### config.mk
export PLATFORM = sky130hd
export DESIGN_NAME = step_pulse_gen
export DESIGN_NICKNAME = d
export VERILOG_FILES = /design/src/rtl/step_pulse_gen.sv
export SDC_FILE = /design/constraint.sdc
export NUM_CORES = 1
export LEC_CHECK = 0
export ABC_AREA = 1
export CAP_MARGIN = 25
export CORE_ASPECT_RATIO = 0.8
export CORE_MARGIN = 3
export CORE_UTILIZATION = 50
export DETAILED_ROUTE_END_ITERATION = 8
export DONT_BUFFER_PORTS = 1
export MAX_ROUTING_LAYER = met4
export PLACE_DENSITY = 0.64
export SYNTH_ARGS = -nofsm -noshare
export SYNTH_HDL_FRONTEND = slang
export SYNTH_SLANG_ARGS = --single-unit
### constraint.sdc
create_clock -name CLK -period 5.3 [get_ports CLK]
set_input_delay 0.795 -clock CLK [delete_from_list [all_inputs] [get_ports CLK]]
set_output_delay 0.795 -clock CLK [all_outputs]
set_load 0.005 [all_outputs]
### src/rtl/step_pulse_gen.sv
// Step pulse generator: emits R evenly spaced one-cycle pulses per second for the
// selected walk/jog/run profile, or a fixed nine-second hybrid profile.
//
// state | meaning
// IDLE  | waiting for START, all counters clear
// RUN   | counting seconds and emitting pulses
// DONE  | hybrid profile finished, outputs quiet until START drops or MODE changes
module step_pulse_gen #(
  parameter int CLK_HZ = 100000000
) (
  input  logic       CLK,
  input  logic       RESET,
  input  logic       START,
  input  logic [1:0] MODE,
  output logic       PULSE,
  output logic       ACTIVE,
  output logic [3:0] SEC_INDEX
);

  localparam int CW = $clog2(CLK_HZ);
  localparam logic [CW-1:0] SEC_MAX = CW'(CLK_HZ - 1);

  typedef enum logic [1:0] {IDLE, RUN, DONE} state_t;

  state_t        state, state_n;
  logic [CW-1:0] sec_cnt, sec_n, per_cnt, per_n;
  logic [7:0]    pcnt, pcnt_n, base;
  logic [3:0]    idx_n;
  logic [1:0]    mode_q;
  logic          pulse_n;

  function automatic logic [7:0] rate_of(input logic [1:0] md, input logic [3:0] sec);
    logic [7:0] r;
    r = 8'd0;
    case (md)
      2'b00: r = 8'd32;
      2'b01: r = 8'd64;
      2'b10: r = 8'd128;
      default: begin
        case (sec)
          4'd0: r = 8'd20;
          4'd1: r = 8'd33;
          4'd2: r = 8'd66;
          4'd3: r = 8'd27;
          4'd4: r = 8'd70;
          4'd5: r = 8'd30;
          4'd6: r = 8'd19;
          4'd7: r = 8'd30;
          4'd8: r = 8'd33;
          default: r = 8'd0;
        endcase
      end
    endcase
    return r;
  endfunction

  // Periods are elaboration-time constants; a zero-rate slot just never fires.
  function automatic logic [CW-1:0] period_of(input logic [1:0] md, input logic [3:0] sec);
    logic [CW-1:0] p;
    p = SEC_MAX;
    case (md)
      2'b00: p = CW'(CLK_HZ / 32);
      2'b01: p = CW'(CLK_HZ / 64);
      2'b10: p = CW'(CLK_HZ / 128);
      default: begin
        case (sec)
          4'd0: p = CW'(CLK_HZ / 20);
          4'd1: p = CW'(CLK_HZ / 33);
          4'd2: p = CW'(CLK_HZ / 66);
          4'd3: p = CW'(CLK_HZ / 27);
          4'd4: p = CW'(CLK_HZ / 70);
          4'd5: p = CW'(CLK_HZ / 30);
          4'd6: p = CW'(CLK_HZ / 19);
          4'd7: p = CW'(CLK_HZ / 30);
          4'd8: p = CW'(CLK_HZ / 33);
          default: p = SEC_MAX;
        endcase
      end
    endcase
    return p;
  endfunction

  always_comb begin
    state_n = state;
    sec_n   = '0;
    per_n   = '0;
    idx_n   = '0;
    base    = '0;
    if (!START) begin
      state_n = IDLE;
    end else begin
      case (state)
        IDLE: state_n = RUN;
        RUN, DONE: begin
          if (MODE != mode_q) begin
            state_n = RUN;
          end else if (state == DONE) begin
            idx_n = SEC_INDEX;
          end else if (sec_cnt == SEC_MAX) begin
            idx_n = (SEC_INDEX == 4'd9) ? 4'd9 : SEC_INDEX + 4'd1;
            if (MODE == 2'b11 && SEC_INDEX == 4'd8) state_n = DONE;
          end else begin
            sec_n = sec_cnt + CW'(1);
            idx_n = SEC_INDEX;
            base  = pcnt;
            per_n = (per_cnt == period_of(MODE, SEC_INDEX) - CW'(1)) ? '0 : per_cnt + CW'(1);
          end
        end
        default: state_n = IDLE;
      endcase
    end
    // Counters are already zero on restarts, so PERIOD-1 (>= 9) cannot match there.
    pulse_n = (state_n == RUN) && (per_n == period_of(MODE, idx_n) - CW'(1))
              && (base < rate_of(MODE, idx_n));
    pcnt_n  = base + {7'd0, pulse_n};
  end

  always_ff @(posedge CLK) begin
    if (RESET) begin
      state     <= IDLE;
      sec_cnt   <= '0;
      per_cnt   <= '0;
      pcnt      <= '0;
      mode_q    <= '0;
      PULSE     <= 1'b0;
      ACTIVE    <= 1'b0;
      SEC_INDEX <= '0;
    end else begin
      state     <= state_n;
      sec_cnt   <= sec_n;
      per_cnt   <= per_n;
      pcnt      <= pcnt_n;
      mode_q    <= MODE;
      PULSE     <= pulse_n;
      ACTIVE    <= (state_n == RUN);
      SEC_INDEX <= idx_n;
    end
  end

endmodule

# Yosys cells after proc, flatten, opt, wreduce, memory -nomap -nowiden
# Memories as Yosys holds them, arrays and structs flattened. A register that Yosys moved wholly into a read port is not among the register bits.
# Cells that the tools add are included.
# Widths: inputs -> output; s select.
# op_classes
magnitude_cmp	1
muxes	32
addsub	6
n_reduce_logical	7
bitwise_logic	2
n_eq_ne	12
# ops
op	n
$mux 27	11
$pmux 27 s3	2
$add 27x1->27 const B	2
$eq 27x27->1	2
$sub 27x1->27 const B	2
$mux 8	5
$mux 4	7
$eq 27x27->1 const B	1
$pmux 8 s3	1
$mux 2	5
$add 8x1->8	1
$eq 4x4->1 const B	2
$lt 8x8->1	1
$eq 2x1->1 const B	3
$eq 2x2->1 const B	3
$reduce_or 6->1	1
$add 4x1->4 const B	1
$logic_not 2->1	2
$pmux 2 s2	1
$logic_and 1x1->1	3
$ne 2x2->1	1
$not 1->1	2
$reduce_or 2->1	1
# totals
out_inout_bits	6
wordCells	71
inputBits	5
mem_bits_ro	944
regBits	72
n_memories	3
# memory_table
memory	words	width	read_ports	rd_clocked_by_memory_dff	write_ports	line_no	text
(name not given)	16	26	1	1	0	66	case (sec)
(name not given)	16	26	1	0	0	66	
(name not given)	16	7	1	0	0	40	case (sec)

# Logic depth before layout (Yosys ltp)
# depth
word_depth	19
mapped_depth	38

# Worst setup path before layout
# Ideal clock, no wire load.
# synth_timing
kind	input to register
startpoint	in MODE[0]
endpoint	reg pcnt[6]
n_path_buf	0
arrival_time_ns	4.590
slack_ns	0.619
cell_stages	29
setup_ns	0.091
path_cell_list	xnor2_1 nand2_1 nor2_1 nand2_1 nor2_4 inv_1 ha_1 nand3b_1 nor2_1 nand2_1 nand2_1 ha_1 a21boi_0 nand3_1 inv_1 nand2_1 nand3_1 nand2_1 nor2_1 nand3_1 nor2_1 nand4_1 inv_1 ha_1 ha_1 inv_1 nor4_1 a21oi_1 a311oi_1
# synth_via
word_cells_on_any_way	43
# synth_rtl
element	line_no	text
from (decl)	14	input logic [1:0] MODE,
$ne 2x2->1 *	95	if (MODE != mode_q) begin
$mux 4 *	95	
$mux 4 *	92	case (state)
$mux 4 *	89	if (!START) begin
named net idx_n[0]	28	logic [3:0] idx_n;
$mem_v2 16x26	n/a	
$pmux 27 s3	61	case (md)
$sub 27x1->27	113	pulse_n = (state_n == RUN) && (per_n == period_of(MODE, idx_n) - CW'(1))
$eq 27x27->1	113	
$logic_and 1x1->1	113	
$logic_and 1x1->1 *	114	&& (base < rate_of(MODE, idx_n));
named net pulse_n	30	logic pulse_n;
$add 8x1->8 *	115	pcnt_n = base + {7'd0, pulse_n};
to (signal assigned)	132	pcnt <= pcnt_n;
to (decl)	27	logic [7:0] pcnt, pcnt_n, base;
# The timed path passes the listed nets; every way through them passes the cells marked *. The select of a mux whose other input is x is not followed.
# A chain may end at the register's enable or synchronous reset.

# Worst setup path after layout
# layout_timing
startpoint	in MODE[0]
endpoint	reg pcnt[6]
# layout_via
elab_chain_len	19
word_cells_on_any_way	43
# layout_rtl
element	line_no	text
$eq 2x2->1 (tied with other cells)	35, 61	
$pmux 27 s3	61	
$mux 27	99	end else if (sec_cnt == SEC_MAX) begin
$mux 27	97	end else if (state == DONE) begin
$mux 27	95	
$mux 27	92	
$mux 27	89	
$sub 27x1->27	106	per_n = (per_cnt == period_of(MODE, SEC_INDEX) - CW'(1)) ? '0 : per_cnt + CW'(1);
[4 not listed]	n/a	
$mux 27	95	
$mux 27	92	
$mux 27	89	
$eq 27x27->1	113	
$logic_and 1x1->1	113	
$logic_and 1x1->1 *	114	
named net pulse_n	30	
$add 8x1->8 *	115	
# Marked as above.

==> reports/metrics.sh <==
WORST_HOLD_STARTPOINT='sec_cnt[0]'
USE_MET1_PCT=38.2
YOSYSSEQAREASHARE_PCT=26.0
GPL.FINAL_WEIGHTED_CONGESTION=1.07
CORE_AREA_UM2=13900
WORSTHOLDPATHCELLS=1
ANTENNA-DIODE-COUNT=0
ROUTED-VIA-COUNT=7204
DP.FINAL_HPWL_MM=17.1
GRT_REMAINING_OVERFLOW=0
ASYNCSETRESETFLOPFRACSYNTH_PCT=0
INSTANCES_NO_FILL=1367
CLK_SINKS=95
FINAL_LAYOUT_SIZE_SUFFIX_GT1_SHARE_PCT=8.76
DIE_WIDTH_UM=141
REG2REG_SLACK_NS=0.47
CRITICAL_PATH_ARRIVAL_NS=5.10
SYNTH_CELL_TYPE_COUNT=47
HOLD_END='sec_cnt[0]'
SYNTHESIS.INSTANCES=1168
CP_SLOWEST_STAGE_DELAY_NS=0.35
FINAL_NETS=1223
HTREE_LEVELS=3
MET3_USAGE_PCT=6.85
MAX-CAP-VIOLATIONS=0
CRITICAL_PATH.MAX_FANOUT=15
CLOCK.FMAX_MHz=207
DIE_AREA_UM2=16100
WORST_R2R_PATH_DEPTH=33
POSTSYNTHREGISTERBITS=95
CRITICAL_PATH.ENDPOINT_TYPE='register'
DPL_CELL_AREA_UM2=7590
DRT_WL_TOTAL_MM=21.1
POST_DRT_WL_PER_CELL_UM=15.4
GRT_USAGE_PCT=27.4
RR_STARTPOINT='sec_cnt[0]'
DRT_ITER0_DRC=769
PORT_BUFFERS=0
MAXIMUM_NUMBER_OF_PINS_ON_ONE_NET_BEFORE_GLOBAL_ROUTE_REPAIR=48
CTS_ROOT_BUF='sky130_fd_sc_hd__clkbuf_16'
DRC=0
TIMING_WORST_SLEW_PIN_VALUE_NS=0.875
SLEW_HEADROOM_PCT=41.5
OUTCOME='completed'
DIE_Y_UM=114
WORSTSETUPSTARTPOINTTYPE='input pin'
DRTPASS1ITERATIONS=6
YOSYS.AREA.TOP_TYPE_SHARE_PCT=26.0
GRT_ANTENNA_BEFORE_REPAIR=0
AREA_GROWTH_PCT=8.92
TOTAL_LEAKAGE_POWER_nW=3.76
DETAIL_ROUTE.VIAS_PER_CELL=5.27
TIMING.FINAL.MAX_SLEW_VIOLATIONS=0
CRIT_TOP_CELL='sky130_fd_sc_hd__nor2_1'
SETUP-VIOLATIONS-FINAL=0
STDCELL_AREA_UM2=7960
SYNTH_FP_NETS=1208
PERIOD_MINUS_SLACK_NS=4.84
REQ_TIME_CRIT_PATH_NS=5.57
SYNTH-EDFF-COUNT=0
SYNTHDOMINANTAREACELLTYPE='sky130_fd_sc_hd__dfxtp_1'
CTS_TREE='done'
ANTENNA_VIOLATING_NETS_POST_ROUTE=0
RR_ENDPOINT='pcnt[6]'
TRITONCTS.NUM_BUFFERS=9
GRT-BUSIEST-LAYER='met2'
POSTSYNTH.TOPFLOPCELL='sky130_fd_sc_hd__dfxtp_1'
GLOBALROUTEMET2UTIL_PCT=39.4
PLACEDCELLCOUNT=1351
CLOCK_BUFFER_DEPTH=2
VDD_IR_MAX_uV=146
LAYOUT_WORST_PATH_CYCLE_SHARE_PCT=91.2
SYNTH_AREA_UM2=7310
GRT_PASS1_VIAS=6594
CLK_SLEW_ON_WORST_S_H_PATHS_NS=0.07
FP-ROW-COUNT=38
GRT_PASS1_WL_MM=34.3
INSERTION_DELAY_NS=0.35
FIN_SKEW_NS=0.00812
IO-PIN-COUNT=11
TIMING.CRITICAL_PATH.SLOWEST_STAGE_CELL='sky130_fd_sc_hd__ha_1'
HOLD_PATH_CLASS='reg -> reg'
FINALPOWER_mW=1.59
PWR_DENSITY_CELL_nW_PER_UM2=199
INITIAL_CORE_UTIL_PCT=52.5
CRITICALPATHCATEGORY='in -> reg'
SYNTHTOPCELLSBYAREA='sky130_fd_sc_hd__dfxtp_1 (26%), sky130_fd_sc_hd__nand2_1 (17%), sky130_fd_sc_hd__nor2_1 (8.6%)'
TIMING.FINAL.HOLD_VIOLATIONS=0
SYNTHESIS.AREA_PER_INSTANCE_UM2=6.26
SYNTHESIS.YOSYS.WARNINGS=0
kinds of logic after synthesis:
group                    Yosys count  share of synthesized area (%)
AND/OR/NAND/NOR                  717                           44.5
buffers and inverters            185                           10.2
flip-flops                        95                           26.0
AO/OA/AOI/OAI                     80                           6.61
XOR/XNOR                          56                           6.71
adder cells (fa/ha/maj)           35                           5.99
per-stage QoR:
stage / hold slack (ns) / setup TNS [ns] / util, % / setup slack [ns]
floorplan: 0.413 / 0 / - / 0.619
global placement: 0.427 / -0.484 / 54.5 / -0.199
detailed placement: 0.435 / -0.337 / 54.5 / -0.185
CTS: 0.451 / 0 / 56.7 / 0.0556
global route: 0.471 / -0.00791 / 57.1 / -0.00791
finish: 0.446 / 0 / 57.1 / 0.464
Yosys cell counts, types with 9 or more instances:
library cell	count
sky130_fd_sc_hd__clkbuf_1	10
sky130_fd_sc_hd__dfxtp_1	95
sky130_fd_sc_hd__nand2_1	322
sky130_fd_sc_hd__nand3_1	95
sky130_fd_sc_hd__nand4_1	25
sky130_fd_sc_hd__nand2_2	9
sky130_fd_sc_hd__nor2_1	167
sky130_fd_sc_hd__nor3_1	35
sky130_fd_sc_hd__xnor2_1	11
sky130_fd_sc_hd__a21oi_1	24
sky130_fd_sc_hd__o21ai_0	28
sky130_fd_sc_hd__nor3b_1	10
sky130_fd_sc_hd__inv_1	156
sky130_fd_sc_hd__xor2_1	45
sky130_fd_sc_hd__ha_1	35
sky130_fd_sc_hd__nor2_4	9
sky130_fd_sc_hd__nand3b_1	12
routing by layer:
metal  vias up  routed length, um
met2       270               8690
met3        39               1820
li1       3726                  -
met5         -                  0
met4         0                554
met1      3169              10000
area by class of cell:
cell class              count  area (um2)
fillers                  1413        5970
multi-input cells         888        4720
flip-flops and latches     95        1900
inverters                 163         614
clock buffers               9         225
well taps                 180         225
repair buffers             26         195
clock inverters             6        80.1
where the power goes:
| part | internal (mW) | leakage, nW | switching, mW |
|---|---|---|---|
| sequential | 0.715 | 0.766 | 0.00128 |
| combinational | 0.0640 | 2.85 | 0.134 |
| clock | 0.373 | 0.151 | 0.300 |
placed cells by master (no fill, tap or decap), types with 2 or more instances in the layout:
cell / n
sky130_fd_sc_hd__a21oi_1: 24
sky130_fd_sc_hd__a31oi_1: 4
sky130_fd_sc_hd__and3_1: 6
sky130_fd_sc_hd__buf_4: 26
sky130_fd_sc_hd__clkbuf_16: 9
sky130_fd_sc_hd__dfxtp_1: 95
sky130_fd_sc_hd__ha_1: 35
sky130_fd_sc_hd__inv_1: 156
sky130_fd_sc_hd__inv_2: 5
sky130_fd_sc_hd__inv_6: 2
sky130_fd_sc_hd__nand2_1: 322
sky130_fd_sc_hd__nand2_2: 8
sky130_fd_sc_hd__nand2_4: 3
sky130_fd_sc_hd__nand3_1: 93
sky130_fd_sc_hd__nand3_2: 8
sky130_fd_sc_hd__nand3_4: 2
sky130_fd_sc_hd__nand3b_1: 12
sky130_fd_sc_hd__nand4_1: 25
sky130_fd_sc_hd__nor2_1: 164
sky130_fd_sc_hd__nor2_2: 7
sky130_fd_sc_hd__nor2_4: 11
sky130_fd_sc_hd__nor3_1: 34
sky130_fd_sc_hd__nor3b_1: 10
sky130_fd_sc_hd__o211ai_1: 4
sky130_fd_sc_hd__o21a_1: 2
sky130_fd_sc_hd__o21ai_0: 28
sky130_fd_sc_hd__o21ai_1: 3
sky130_fd_sc_hd__o21ai_2: 5
sky130_fd_sc_hd__o31ai_1: 2
sky130_fd_sc_hd__or2_2: 6
sky130_fd_sc_hd__xnor2_1: 11
sky130_fd_sc_hd__xor2_1: 45
what timing repair did:
item / 4_1_cts / 5_1_grt
resized for setup: 0 / 14
endpoints found under the setup margin: 0 / 7
endpoints found under the hold margin: 0 / 0
hold buffers: 0 / 0
setup buffers: 0 / 1
critical path: cells and delay by family:
kind | cells | cell delay, ns
AOI/OAI and AO/OA | 2 | 0.28
and+or+nand+nor | 22 | 2.75
buffers and inverters | 4 | 0.36
adders and majority gates | 4 | 0.91
how the worst max path moves through the flow:
stage | startpoint | endpoint | slack [ns] | cells past startpoint
after floorplan | MODE[0] | pcnt[6] | 0.62 | 29
after global placement | MODE[1] | pcnt[6] | -0.20 | 29
after detailed placement | MODE[1] | pcnt[6] | -0.19 | 29
after CTS | sec_cnt[0] | pcnt[6] | 0.06 | 33
after global routing | sec_cnt[0] | pcnt[6] | -0.008 | 33
final | MODE[0] | pcnt[6] | 0.46 | 32
Note: power is estimated with default switching activity, not from simulation.
